==> src/rtl/kd_tree_sequencer_if.sv <==
// Node-load, query and result valid/ready channels of kd_tree_sequencer.
// master: aggregator/query source/result sink; slave: sequencer.
interface kd_tree_sequencer_if #(
  parameter int NODE_WIDTH  = 22,
  parameter int PATCH_WIDTH = 55,
  parameter int LEAF_WIDTH  = 8
);
  logic                   node_valid;
  logic [NODE_WIDTH-1:0]  node_data;
  logic                   node_ready;
  logic                   q_valid;
  logic [PATCH_WIDTH-1:0] q_patch;
  logic                   q_ready;
  logic                   res_valid;
  logic [LEAF_WIDTH-1:0]  res_leaf;
  logic                   res_ready;

  modport master (
    output node_valid, node_data,
    output q_valid, q_patch, res_ready,
    input  node_ready, q_ready,
    input  res_valid, res_leaf
  );

  modport slave (
    input  node_valid, node_data,
    input  q_valid, q_patch, res_ready,
    output node_ready, q_ready,
    output res_valid, res_leaf
  );
endinterface

==> src/rtl/kd_tree_sequencer.sv <==
// Sequences the kd-tree engine: load NUM_NODES words, then serve queries.
// Ports: clk, wrst_n (sync low), start, bus (slave), tree_* to/from tree,
// loaded / nodes_loaded load status.
module kd_tree_sequencer #(
  parameter int NODE_WIDTH     = 22,
  parameter int PATCH_WIDTH    = 55,
  parameter int LEAF_WIDTH     = 8,
  parameter int NUM_NODES      = 63,
  parameter int NODE_CNT_WIDTH = 6,
  parameter int TREE_LATENCY   = 6,
  parameter int LAT_CNT_WIDTH  = 3
) (
  input  logic                      clk,
  input  logic                      wrst_n,
  input  logic                      start,
  kd_tree_sequencer_if.slave        bus,
  output logic                      tree_fsm_enable,
  output logic                      tree_sender_enable,
  output logic [NODE_WIDTH-1:0]     tree_sender_data,
  output logic [PATCH_WIDTH-1:0]    tree_patch_in,
  input  logic [LEAF_WIDTH-1:0]     tree_leaf_index,
  output logic                      loaded,
  output logic [NODE_CNT_WIDTH-1:0] nodes_loaded
);

  typedef enum logic [2:0] {
    S_IDLE,
    S_LOAD,
    S_READY,
    S_QUERY,
    S_RESULT
  } state_t;

  state_t                    r_state;
  state_t                    w_next;
  logic [NODE_CNT_WIDTH-1:0] r_cnt;
  logic                      r_loaded;
  logic [LAT_CNT_WIDTH-1:0]  r_lat;
  logic [PATCH_WIDTH-1:0]    r_patch;
  logic [LEAF_WIDTH-1:0]     r_leaf;

  logic w_node_acc;
  logic w_q_acc;
  logic w_last;
  logic w_lat_done;
  logic w_clr;

  assign bus.node_ready = (r_state == S_LOAD);
  assign bus.q_ready    = (r_state == S_READY);
  assign bus.res_valid  = (r_state == S_RESULT);
  assign bus.res_leaf   = r_leaf;
  assign tree_fsm_enable = (r_state == S_LOAD);

  assign w_node_acc = bus.node_valid & bus.node_ready;
  assign w_q_acc    = bus.q_valid & bus.q_ready;
  assign w_last     = r_cnt == NODE_CNT_WIDTH'(NUM_NODES - 1);
  assign w_lat_done = r_lat == LAT_CNT_WIDTH'(TREE_LATENCY - 1);

  // A query in READY takes priority over a reload request.
  assign w_clr = start &
                 ((r_state == S_IDLE) |
                  ((r_state == S_READY) & ~bus.q_valid));

  assign tree_sender_enable = w_node_acc;
  assign tree_sender_data   = bus.node_data;
  assign tree_patch_in      = r_patch;
  assign loaded             = r_loaded;
  assign nodes_loaded       = r_cnt;

  always_comb begin
    w_next = r_state;
    unique case (r_state)
      S_IDLE:   if (start) w_next = S_LOAD;
      S_LOAD:   if (w_node_acc && w_last) w_next = S_READY;
      S_READY: begin
        if (bus.q_valid)  w_next = S_QUERY;
        else if (start)   w_next = S_LOAD;
      end
      S_QUERY:  if (w_lat_done) w_next = S_RESULT;
      S_RESULT: if (bus.res_ready) w_next = S_READY;
      default:  w_next = S_IDLE;
    endcase
  end

  always_ff @(posedge clk) begin
    if (!wrst_n) begin
      r_state  <= S_IDLE;
      r_cnt    <= '0;
      r_loaded <= 1'b0;
      r_lat    <= '0;
      r_patch  <= '0;
      r_leaf   <= '0;
    end else begin
      r_state <= w_next;
      if (w_clr) begin
        r_cnt    <= '0;
        r_loaded <= 1'b0;
      end else if (w_node_acc) begin
        r_cnt <= r_cnt + NODE_CNT_WIDTH'(1);
        if (w_last) r_loaded <= 1'b1;
      end
      if (w_q_acc) begin
        r_patch <= bus.q_patch;
        r_lat   <= '0;
      end else if (r_state == S_QUERY) begin
        r_lat <= r_lat + LAT_CNT_WIDTH'(1);
      end
      if (r_state == S_QUERY && w_lat_done)
        r_leaf <= tree_leaf_index;
    end
  end

endmodule
==> src/flat_wrapper.sv <==
// flat-port wrapper written by rule: the top's interface ports become plain ports
module kd_tree_sequencer_flat 
#(
  parameter int NODE_WIDTH     = 22,
  parameter int PATCH_WIDTH    = 55,
  parameter int LEAF_WIDTH     = 8,
  parameter int NUM_NODES      = 63,
  parameter int NODE_CNT_WIDTH = 6,
  parameter int TREE_LATENCY   = 6,
  parameter int LAT_CNT_WIDTH  = 3
)
  (clk, wrst_n, start, tree_fsm_enable, tree_sender_enable, tree_sender_data, tree_patch_in, tree_leaf_index, loaded, nodes_loaded, bus_node_valid, bus_node_data, bus_q_valid, bus_q_patch, bus_res_ready, bus_node_ready, bus_q_ready, bus_res_valid, bus_res_leaf);
  kd_tree_sequencer_if #(.NODE_WIDTH(NODE_WIDTH), .PATCH_WIDTH(PATCH_WIDTH), .LEAF_WIDTH(LEAF_WIDTH)) bus_i ();
  input  logic clk;
  input  logic wrst_n;
  input  logic start;
  output logic tree_fsm_enable;
  output logic tree_sender_enable;
  output logic [NODE_WIDTH-1:0] tree_sender_data;
  output logic [PATCH_WIDTH-1:0] tree_patch_in;
  input  logic [LEAF_WIDTH-1:0] tree_leaf_index;
  output logic loaded;
  output logic [NODE_CNT_WIDTH-1:0] nodes_loaded;
  input wire logic [$bits(bus_i.node_valid)-1:0] bus_node_valid;
  input wire logic [$bits(bus_i.node_data)-1:0] bus_node_data;
  input wire logic [$bits(bus_i.q_valid)-1:0] bus_q_valid;
  input wire logic [$bits(bus_i.q_patch)-1:0] bus_q_patch;
  input wire logic [$bits(bus_i.res_ready)-1:0] bus_res_ready;
  output wire logic [$bits(bus_i.node_ready)-1:0] bus_node_ready;
  output wire logic [$bits(bus_i.q_ready)-1:0] bus_q_ready;
  output wire logic [$bits(bus_i.res_valid)-1:0] bus_res_valid;
  output wire logic [$bits(bus_i.res_leaf)-1:0] bus_res_leaf;
  assign bus_i.node_valid = bus_node_valid;
  assign bus_i.node_data = bus_node_data;
  assign bus_i.q_valid = bus_q_valid;
  assign bus_i.q_patch = bus_q_patch;
  assign bus_i.res_ready = bus_res_ready;
  assign bus_node_ready = bus_i.node_ready;
  assign bus_q_ready = bus_i.q_ready;
  assign bus_res_valid = bus_i.res_valid;
  assign bus_res_leaf = bus_i.res_leaf;
  kd_tree_sequencer #(.NODE_WIDTH(NODE_WIDTH), .PATCH_WIDTH(PATCH_WIDTH), .LEAF_WIDTH(LEAF_WIDTH), .NUM_NODES(NUM_NODES), .NODE_CNT_WIDTH(NODE_CNT_WIDTH), .TREE_LATENCY(TREE_LATENCY), .LAT_CNT_WIDTH(LAT_CNT_WIDTH)) u_core (.clk(clk), .wrst_n(wrst_n), .start(start), .bus(bus_i), .tree_fsm_enable(tree_fsm_enable), .tree_sender_enable(tree_sender_enable), .tree_sender_data(tree_sender_data), .tree_patch_in(tree_patch_in), .tree_leaf_index(tree_leaf_index), .loaded(loaded), .nodes_loaded(nodes_loaded));
endmodule
==> config.mk <==
export PLATFORM = sky130hd
export DESIGN_NAME = kd_tree_sequencer_flat
export DESIGN_NICKNAME = d
export VERILOG_FILES = /design/src/rtl/kd_tree_sequencer_if.sv /design/src/rtl/kd_tree_sequencer.sv /design/src/flat_wrapper.sv
export SDC_FILE = /design/constraint.sdc
export NUM_CORES = 1
export LEC_CHECK = 0
export CELL_PAD_IN_SITES_DETAIL_PLACEMENT = 1
export CELL_PAD_IN_SITES_GLOBAL_PLACEMENT = 1
export CORE_MARGIN = 3
export CORE_UTILIZATION = 26
export CTS_CLUSTER_SIZE = 28
export DETAILED_ROUTE_END_ITERATION = 6
export PLACE_DENSITY_LB_ADDON = 0.1
export SETUP_SLACK_MARGIN = 0.3
export SLEW_MARGIN = 20
export SYNTH_ARGS = -nofsm -noshare
export SYNTH_HDL_FRONTEND = slang
export SYNTH_SLANG_ARGS = --single-unit
==> constraint.sdc <==
create_clock -name clk -period 2.2 [get_ports clk]
set_clock_uncertainty 0.15 [all_clocks]
set_input_delay 0.66 -clock clk [delete_from_list [all_inputs] [get_ports clk]]
set_output_delay 0.66 -clock clk [all_outputs]
set_load 0.02 [all_outputs]
# [Word-level counts from Yosys, hierarchy flattened]
# Index checks and enable logic that the tools add are counted.
# Widths: inputs -> output; s select.
[word_totals] regBits=76 latchBits=0 ramBits=0 mem_bits_ro=0 mem_count=0
[classes] add_sub_neg=2 n_mul=0 n_div=0 order_cmp=0 n_eq_ne=9 n_shift=0 mux=6 bitwise_logic=7 n_reduce_logical=7
[ops] cell="$mux 3" count=5
[ops] cell="$pmux 3 s5" count=1
[ops] cell="$add 6x1->6 const B" count=1
[ops] cell="$eq 3x2->1 const B" count=2
[ops] cell="$eq 3x3->1 const B" count=2
[ops] cell="$eq 6x6->1 const B" count=1
[ops] cell="$and 1x1->1" count=4
[ops] cell="$ne 2x2->1 const B" count=2
[ops] cell="$reduce_or 2->1" count=2
[ops] cell="$add 3x1->3 const B" count=1
[ops] cell="$eq 3x1->1 const B" count=1
[ops] cell="$logic_not 3->1" count=1
[ops] cell="$reduce_and 3->1" count=1
[ops] cell="$logic_and 1x1->1" count=2
[ops] cell="$ne 2x1->1 const B" count=1
[ops] cell="$not 1->1" count=2
[ops] cell="$reduce_and 2->1" count=1
[ops] cell="$or 1x1->1" count=1

# [Depth between registers and ports, before layout]
# Gate-level depths: netlist of the first run.
[depth] ltp_word=5 depth_mapped=7 ltp_nobuf=6

# [Least setup slack after synthesis of the first run]
# OpenSTA, ideal clock, no wires.
[synth_path] path_kind="register -> output" startpoint="register u_core.r_state[1]" endpoint="output port tree_fsm_enable" t_arrival_ps=1346 t_required_ps=1390 setup_slack_ps=44 path_stages_with_launch=4 path_buffers=2 cell_sequence="dfxtp_1 -> buf_4 -> nor3b_1 -> buf_4"
[synth_between] elab_chain_cells=1
[synth_rtl] item="start, declared" line="kd_tree_sequencer.sv:34" source="state_t r_state;"
[synth_rtl] item="start signal, assigned" line="kd_tree_sequencer.sv:94" source="r_state <= w_next;"
[synth_rtl] item="$eq 3x1->1"
[synth_rtl] item="end, declared" line="flat_wrapper.sv:17" source="output logic tree_fsm_enable;"
# Every way passes these cells.

# [Worst setup path after layout of the first run]
[layout_path] startpoint="register u_core.r_state[1]" endpoint="output port tree_sender_enable"
[layout_between] elab_chain_cells=2
[layout_rtl] item="$eq 3x1->1" line="kd_tree_sequencer.sv:48" source="assign bus.node_ready = (r_state == S_LOAD);"
[layout_rtl] item="$and 1x1->1" line="kd_tree_sequencer.sv:54" source="assign w_node_acc = bus.node_valid & bus.node_ready;"
[layout_rtl] item="end, declared" line="flat_wrapper.sv:18" source="output logic tree_sender_enable;"
# Every way passes these cells.

==> flow_metrics.tcl, run 1 <==
set metrics [dict create \
    status "completed" \
    clock-sinks 76 \
    worst_setup_path_start_kind "flip-flop" \
    rsz0062_at_grt "true" \
    final_cells 666 \
    p_clk_share_pct 43.0 \
    cp_max_fo 5 \
    synth_top_cell_area_share_pct 46.9 \
    yosysUniqueCellTypes 35 \
    grt_usage_pct 13.4 \
    nets 589 \
    hold_viol 0 \
    ys_ff_latch 76 \
    synthFlopType "dfxtp_1" \
    synth_edf_count 0 \
    fp.dieH_um 118 \
    vias 2850 \
    slew_headroom_pct 82.6 \
    fill_cells 1452 \
    dp_hpwl_um 6400 \
    antenna_found_initial 0 \
    min_period_ns 1.97 \
    power_density_nw_per_um2 662 \
    async_reset_ff_share_pct 0 \
    postRouteWirelength_um 9350 \
    intPower_mw 2.55 \
    p_leak_nw 2.12 \
    drt_iter0_drc 92 \
    p_sw_share_pct 23.4 \
    viasPerCell 4.28 \
    areaGrowthSynthToFinish_pct 54.7 \
    h-tree-depth 3 \
    final_cell_mix "118 x nand2_1, 72 x dfxtp_1, 65 x clkdlybuf4s50_1, 65 x dlygate4sd2_1, 51 x a21boi_1" \
    grt_max_degree 49 \
    min_period_over_period_pct 89.7 \
    yosys.area.top_type "dfxtp_1" \
    insertion_delay_ns 0.34 \
    cp.required_ns 1.39 \
    drc_errors 0 \
    die_area_um2 13900 \
    core-area_um2 12100 \
    fin_util_pct 41.4 \
    drv_slew 0 \
    portBuffers 143 \
    syn_area_per_cell_um2 8.84 \
    clk_pin_slew_ns 0.05 \
    crit_type "reg -> out" \
    setup_viol 0 \
    netlist_top_cells_area "dfxtp_1 47%, nand2_1 14%, a21boi_1 12%" \
    netlist_instances 367 \
    seq_area_frac_synth_pct 46.9 \
    tightest_slew_ns 0.261 \
    cts_tree "yes" \
    irDropWorstVdd_mv 0.390 \
    syn_nets 462 \
    clock-root-buffer "clkbuf_16" \
    share_seq_of_total_power_pct 43.4 \
    maxCapViolations 0 \
    arrival_ns 1.16 \
    avgRoutedWirePerCell_um 14.0 \
    gp_congestion 0.719 \
    num_antenna_cells 0 \
    r2r_slack_ns 0.42 \
    fmax_mhz 507 \
    hp-class "reg -> reg" \
    die_w_um 118 \
    clock_path_buffers 2 \
    grt_pass1_wl_um 14800 \
    numCtsBuffers 9 \
    start_util_pct 26.8 \
    syn-cell-area_um2 3250 \
    power_switching_uw 777 \
    overflow 0 \
    cp_cell_sequence "and4bb_2, buf_6" \
    yosys_warnings 0 \
    ctsHoldBuffers 0 \
    antenna_left 0 \
    grt_pass1_vias 2901 \
    p_comb_share_pct 13.6 \
    end_kind "output pin" \
    final_common_cell "nand2_1" \
    critPathSlowestCell "dfxtp_2" \
    rows 40 \
    place_inst 646 \
    drive_above_1_share_pct 11.8 \
    drtPass1Iterations 3 \
    ios 188 \
    slowest_delay_ns 0.42 \
]
## cell type report
type                    instances  area [µm²]  share of cell area, %
clock buffers                  14         284                   5.66
clock inverters                 1        5.00                 0.0997
inverters                       2        7.51                  0.150
multi-input cells             242        1410                   28.0
flip-flops and latches         76        1530                   30.5
well taps                     168         210                   4.19
repair buffers                163        1580                   31.4
## per-layer routing
metal	global-route usage [%]	wire length (µm)	vias up	part of all wire (%)
li1	-	-	1417	-
met1	15.7	4130	1330	44
met2	22.1	4500	80	48
met3	3.80	495	23	5.3
met4	7.18	230	0	2.5
met5	0	0	-	0
## cells by family (layout without fill, tap and decap cells)
group                      count (synthesis)  after routing  share of synthesized area [%]
DFF                                       76             76                           46.9
and+or+nand+nor                          157            157                           21.0
adders and majority gates                  4              4                           1.54
muxes                                      9              9                           2.78
buffers and inverters                     49            180                           11.0
xor gates and xnor gates                   7              7                           1.89
AOI/OAI and AO/OA                         65             65                           15.0
## critical path: cells and delay by family (launching register included)
kind | cells | cell delay [ns]
DFF | 1 | 0.42
buffers and inverters | 1 | 0.13
and+or+nand+nor | 1 | 0.28
## timing repair
| action | in CTS | in global routing |
|---|---|---|
| pin swaps | 1 | 3 |
| cloned | 0 | 1 |
| buffers inserted | 1 | 3 |
| resized for setup | 121 | 8 |
| endpoints found under the setup margin | 75 | 30 |
| endpoints found under the hold margin | 0 | 0 |
## per-stage QoR
stage | instance area [µm²] | setup slack [ns] | hold WS (ns) | TNS (ns) | power [mW]
global placement | 4720 | -0.579 | 0.290 | -0.579 | 1.93
CTS | 4980 | 0.127 | 0.302 | 0 | 3.40
detailed placement | 4720 | -0.575 | 0.296 | -0.598 | 1.93
global route | 5020 | 0.172 | 0.314 | 0 | 3.48
floorplan | 3250 | 0.329 | 0.344 | 0 | 1.73
finish | 5020 | 0.226 | 0.298 | 0 | 3.32
## worst paths after layout
kind | start | end | depth (start not counted)
max | u_core.r_state[1]$_SDFFE_PN0P_ | tree_sender_enable | 2
min | u_core.tree_patch_in[19]$_SDFFE_PN0P_ | u_core.tree_patch_in[19]$_SDFFE_PN0P_ | 2
max reg2reg | u_core.r_state[1]$_SDFFE_PN0P_ | u_core.bus.res_leaf[0]$_SDFFE_PN0P_ | 5
min reg2reg | u_core.tree_patch_in[19]$_SDFFE_PN0P_ | u_core.tree_patch_in[19]$_SDFFE_PN0P_ | 2
## cell usage after synthesis (all sizes together), types with 3 or more instances
master and n:
a21boi 55, and3 3, buf 39, clkbuf 8, dfxtp 76, ha 4, mux2i 9, nand2 119
nand4 3, nor2 12, nor2b 10, xor2 5
## power by group through the flow
stage	clock, mW	combinational, mW	sequential, mW
after floorplan	0	0.224	1.51
after global placement	0	0.460	1.47
after detailed placement	0	0.463	1.47
after CTS	1.50	0.453	1.44
after global routing	1.54	0.494	1.45
final	1.43	0.453	1.44
## registers in the layout, indices dropped and copies added (netlist names)
| register | count |
|---|---|
| u_core.bus.res_leaf | 8 |
| u_core.loaded | 1 |
| u_core.nodes_loaded | 6 |
| u_core.r_lat | 3 |
| u_core.r_state | 3 |
| u_core.tree_patch_in | 55 |
Note: power is estimated with default switching activity, not from simulation.
==> run 2, diff against run 1 <==
- CORE_ASPECT_RATIO: not set -> 1.5
==> flow_metrics.tcl, run 2 (synthesis gave the netlist of run 1 again) <==
set metrics [dict create \
    avgRoutedWirePerCell_um 15.2 \
    tightest_slew_ns 0.404 \
    vias 2914 \
    drive_above_1_share_pct 12.4 \
    die_w_um 97.2 \
    final_cell_mix "118 x nand2_1, 72 x dfxtp_1, 65 x clkdlybuf4s50_1" \
    gp_congestion 0.713 \
    r2r_slack_ns 0.42 \
    overflow 0 \
    min_period_over_period_pct 89.8 \
    worst_r2r_path_depth 5 \
    postRouteWirelength_um 9950 \
    start_util_pct 26.9 \
    cp_cell_sequence "buf_6, and4bb_2, buf_6" \
    worst_r2r_endpoint "u_core.r_state[0]$_SDFFE_PN0P_" \
    largest_register_ff_count 55 \
    place_ws_ns -0.589 \
    fmax_mhz 506 \
    grt_max_degree 37 \
    clock-sinks 76 \
    setup_viol 0 \
    areaGrowthSynthToFinish_pct 53.7 \
    arrival_ns 1.16 \
    slowest_delay_ns 0.38 \
    fin_util_pct 41.3 \
    h-tree-depth 3 \
    drv_slew 0 \
    cp_max_fo 4 \
    clock_path_buffers 2 \
    num_antenna_cells 0 \
    fill_cells 1422 \
    irDropWorstVdd_mv 0.335 \
    ctsHoldBuffers 0 \
    drt_iter0_drc 46 \
    cts_tree "yes" \
    clock-root-buffer "clkbuf_16" \
    hold_viol 0 \
    power_density_nw_per_um2 682 \
    clk_pin_slew_ns 0.06 \
    cp.required_ns 1.39 \
    cpLargestDelayFamily "flip-flops" \
    worstPathBufferInverterCount 2 \
    dp_hpwl_um 7210 \
    antenna_left 0 \
    status "completed" \
    end_kind "output pin" \
    grt_pass1_vias 3067 \
    portBuffers 143 \
    critPathSlowestCell "dfxtp_4" \
    rsz0062_at_grt "true" \
    p_leak_nw 2.12 \
    hp-class "reg -> reg" \
    drc_errors 0 \
    insertion_delay_ns 0.33 \
    rows 49 \
    fp.dieH_um 143 \
    drtPass1Iterations 4 \
    nets 592 \
    core-area_um2 12100 \
    viasPerCell 4.45 \
    slew_headroom_pct 73.0 \
    setup_ws_ns 0.225 \
    numCtsBuffers 9 \
    min_period_ns 1.97 \
    grt_usage_pct 14.6 \
    min_delay_path_depth 2 \
    worstHoldStart "u_core.tree_patch_in[1]$_SDFFE_PN0P_" \
    grt_pass1_wl_um 16100 \
    crit_type "reg -> out" \
    cpMostUsedCell "buf_6" \
    final_common_cell "nand2_1" \
    worst_setup_path_start_kind "flip-flop" \
    antenna_found_initial 0 \
    whs_endpoint "u_core.tree_patch_in[1]$_SDFFE_PN0P_" \
    crit-reg2reg-launch "u_core.nodes_loaded[1]$_SDFFE_PP0P_" \
    maxCapViolations 0 \
    fin_hold_ws_ns 0.298 \
    ios 188 \
    die_area_um2 13900 \
]
run 2: through the flow:
step / instance area (µm²) / TNS, ns / cells / power [mW]
2_1_floorplan: 3250 / 0 / 367 / 1.73
3_3_place_gp: 4680 / -0.624 / 632 / 1.92
3_5_place_dp: 4680 / -1.44 / 632 / 1.93
4_1_cts: 4940 / 0 / 650 / 3.46
5_1_grt: 4990 / 0 / 655 / 3.56
6_report: 4990 / 0 / 655 / 3.40
run 2: worst max-delay path by stage:
| stage | startpoint | end | slack (ns) | cells past startpoint |
|---|---|---|---|---|
| CTS | bus_node_valid | tree_sender_enable | 0.12 | 3 |
| global placement | bus_node_valid | tree_sender_enable | -0.58 | 3 |
| floorplan | u_core.r_state[1]$_SDFFE_PN0P_ | tree_fsm_enable | 0.33 | 3 |
| finish | u_core.r_state[0]$_SDFFE_PN0P_ | tree_sender_enable | 0.23 | 3 |
| global route | u_core.r_state[0]$_SDFFE_PN0P_ | tree_sender_enable | 0.18 | 3 |
| detailed placement | bus_node_valid | tree_sender_enable | -0.59 | 3 |
run 2: repair_timing:
action,in CTS,in global routing
resized for setup,112,12
endpoints found under the setup margin,77,65
gates cloned,0,1
pin swaps,0,2
endpoints found under the hold margin,0,0
buffers inserted,2,4
run 2: tightest hold or removal path: stages, from the launching register on:
cell and delay (ns):
dfxtp_1 0.30, nand2_1 0.05, a21boi_1 0.05
run 2: layout make-up:
class | instances | area, µm² | share of cell area (%)
clock inverter | 4 | 47.5 | 0.953
clock buffer | 12 | 256 | 5.14
timing repair buffer | 166 | 1560 | 31.3
multi-input combinational | 242 | 1390 | 27.9
tap | 153 | 191 | 3.84
inverter | 2 | 7.51 | 0.150
sequential | 76 | 1530 | 30.7
run 2: metal layers:
layer,routed length (µm),global-route usage [%]
met5,0,0
met4,255,6.64
met3,570,4.40
met2,5090,25.9
met1,4040,16.0
run 2: where the power goes:
group	internal (mW)	switching, mW	leakage, nW
clock network	0.937	0.571	0.149
registers	1.42	0.0254	0.616
logic	0.248	0.204	1.36
total	2.60	0.801	2.12
==> run 3, diff against run 2 <==
- MAX_ROUTING_LAYER: not set -> met4
==> flow_metrics.tcl, run 3 (synthesis gave the netlist of run 1 again) <==
set metrics [dict create \
    final_common_cell "nand2_1" \
    viasPerCell 4.43 \
    clock-sinks 76 \
    start_util_pct 26.9 \
    power_density_nw_per_um2 681 \
    h-tree-depth 3 \
    overflow 0 \
    fin_hold_ws_ns 0.298 \
    p_leak_nw 2.12 \
    fin_util_pct 41.3 \
    vias 2900 \
    min_delay_path_depth 2 \
    postRouteWirelength_um 9920 \
    largest_register_ff_count 55 \
    dp_hpwl_um 7210 \
    maxCapViolations 0 \
    fmax_mhz 506 \
    insertion_delay_ns 0.33 \
    grt_pass1_wl_um 16100 \
    end_kind "output pin" \
    grt_pass1_vias 3073 \
    die_area_um2 13900 \
    clock-root-buffer "clkbuf_16" \
    worstHoldStart "u_core.tree_patch_in[1]$_SDFFE_PN0P_" \
    r2r_slack_ns 0.42 \
    crit_type "reg -> out" \
    place_ws_ns -0.589 \
    setup_ws_ns 0.225 \
    num_antenna_cells 0 \
    drc_errors 0 \
    arrival_ns 1.17 \
    clock_path_buffers 2 \
    min_period_over_period_pct 89.8 \
    hold_viol 0 \
    cp_max_fo 4 \
    die_w_um 97.2 \
    hp-class "reg -> reg" \
    p_sw_share_pct 23.5 \
    antenna_found_initial 0 \
    drv_slew 0 \
    fp.dieH_um 143 \
    min_period_ns 1.98 \
    irDropWorstVdd_mv 0.336 \
    cp.required_ns 1.39 \
    gp_congestion 0.721 \
    worst_r2r_endpoint "u_core.r_state[0]$_SDFFE_PN0P_" \
    antenna_left 0 \
    tightest_slew_ns 0.402 \
    crit-reg2reg-launch "u_core.nodes_loaded[1]$_SDFFE_PP0P_" \
    drt_iter0_drc 53 \
    power_switching_uw 798 \
    numCtsBuffers 9 \
    drive_above_1_share_pct 12.4 \
    grt_usage_pct 15.0 \
    worst_r2r_path_depth 5 \
    status "completed" \
    grt_max_degree 37 \
    p_comb_share_pct 13.3 \
    setup_viol 0 \
    share_seq_of_total_power_pct 42.4 \
    final_cell_mix "118 x nand2_1, 72 x dfxtp_1, 65 x clkdlybuf4s50_1" \
    core-area_um2 12100 \
    intPower_mw 2.60 \
    avgRoutedWirePerCell_um 15.1 \
    ios 188 \
    slew_headroom_pct 73.2 \
    cts_tree "yes" \
    areaGrowthSynthToFinish_pct 53.7 \
    portBuffers 143 \
    nets 592 \
    p_clk_share_pct 44.3 \
    whs_endpoint "u_core.tree_patch_in[1]$_SDFFE_PN0P_" \
    finalPower_mw 3.40 \
    rows 49 \
    worst_setup_path_start_kind "flip-flop" \
    drtPass1Iterations 4 \
    clk_pin_slew_ns 0.06 \
    rsz0062_at_grt "true" \
]
-- run 3: cell counts in the layout (fill, tap and decap cells not counted) --
Identical to the previous run, type by type.
-- run 3: power groups by stage --
stage	Clock [mW]	Combinational (mW)	Sequential, mW
2_1_floorplan	0	0.224	1.51
3_3_place_gp	0	0.454	1.47
3_5_place_dp	0	0.460	1.47
4_1_cts	1.57	0.449	1.44
5_1_grt	1.62	0.497	1.45
6_report	1.50	0.452	1.44
-- run 3: how the worst max path moves through the flow --
stage,startpoint,to,slack (ns),cells after the start
after global placement,bus_node_valid,tree_sender_enable,-0.58,3
after global routing,u_core.r_state[0]$_SDFFE_PN0P_,tree_sender_enable,0.18,3
after detailed placement,bus_node_valid,tree_sender_enable,-0.59,3
after CTS,bus_node_valid,tree_sender_enable,0.12,3
after floorplan,u_core.r_state[1]$_SDFFE_PN0P_,tree_fsm_enable,0.33,3
final,u_core.r_state[0]$_SDFFE_PN0P_,tree_sender_enable,0.22,3
-- run 3: critical path: stages (launching register included) --
cell	delay, ns
dfxtp_4	0.38
buf_6	0.10
and4bb_2	0.24
buf_6	0.12
-- run 3: metrics by stage --
stage,cells,TNS (ns),cell area (µm²)
6_report,655,0,4990
5_1_grt,655,0,4990
4_1_cts,650,0,4940
3_5_place_dp,632,-1.44,4680
3_3_place_gp,632,-0.624,4680
2_1_floorplan,367,0,3250
-- run 3: layout make-up --
| cell class | count | area, µm² |
|---|---|---|
| Fill cell | 1422 | 7090 |
| Timing Repair Buffer | 166 | 1560 |
| Sequential cell | 76 | 1530 |
| Multi-Input combinational cell | 242 | 1390 |
| Clock buffer | 12 | 256 |
| Tap cell | 153 | 191 |
| Clock inverter | 4 | 47.5 |
| Inverter | 2 | 7.51 |
-- run 3: routing by layer --
layer	vias up	GRT usage, %	share of wire, %
li1	1421	-	-
met1	1363	16.1	41
met2	99	25.9	51
met3	17	4.15	5.6
met4	0	6.64	2.6
met5	-	-	0
-- run 3: repair_timing --
action	4_1_cts	5_1_grt
gates resized for setup	112	12
buffers inserted	2	4
cloned	0	1
hold buffers	0	0
setup endpoints to repair	77	65
pin swaps	0	2
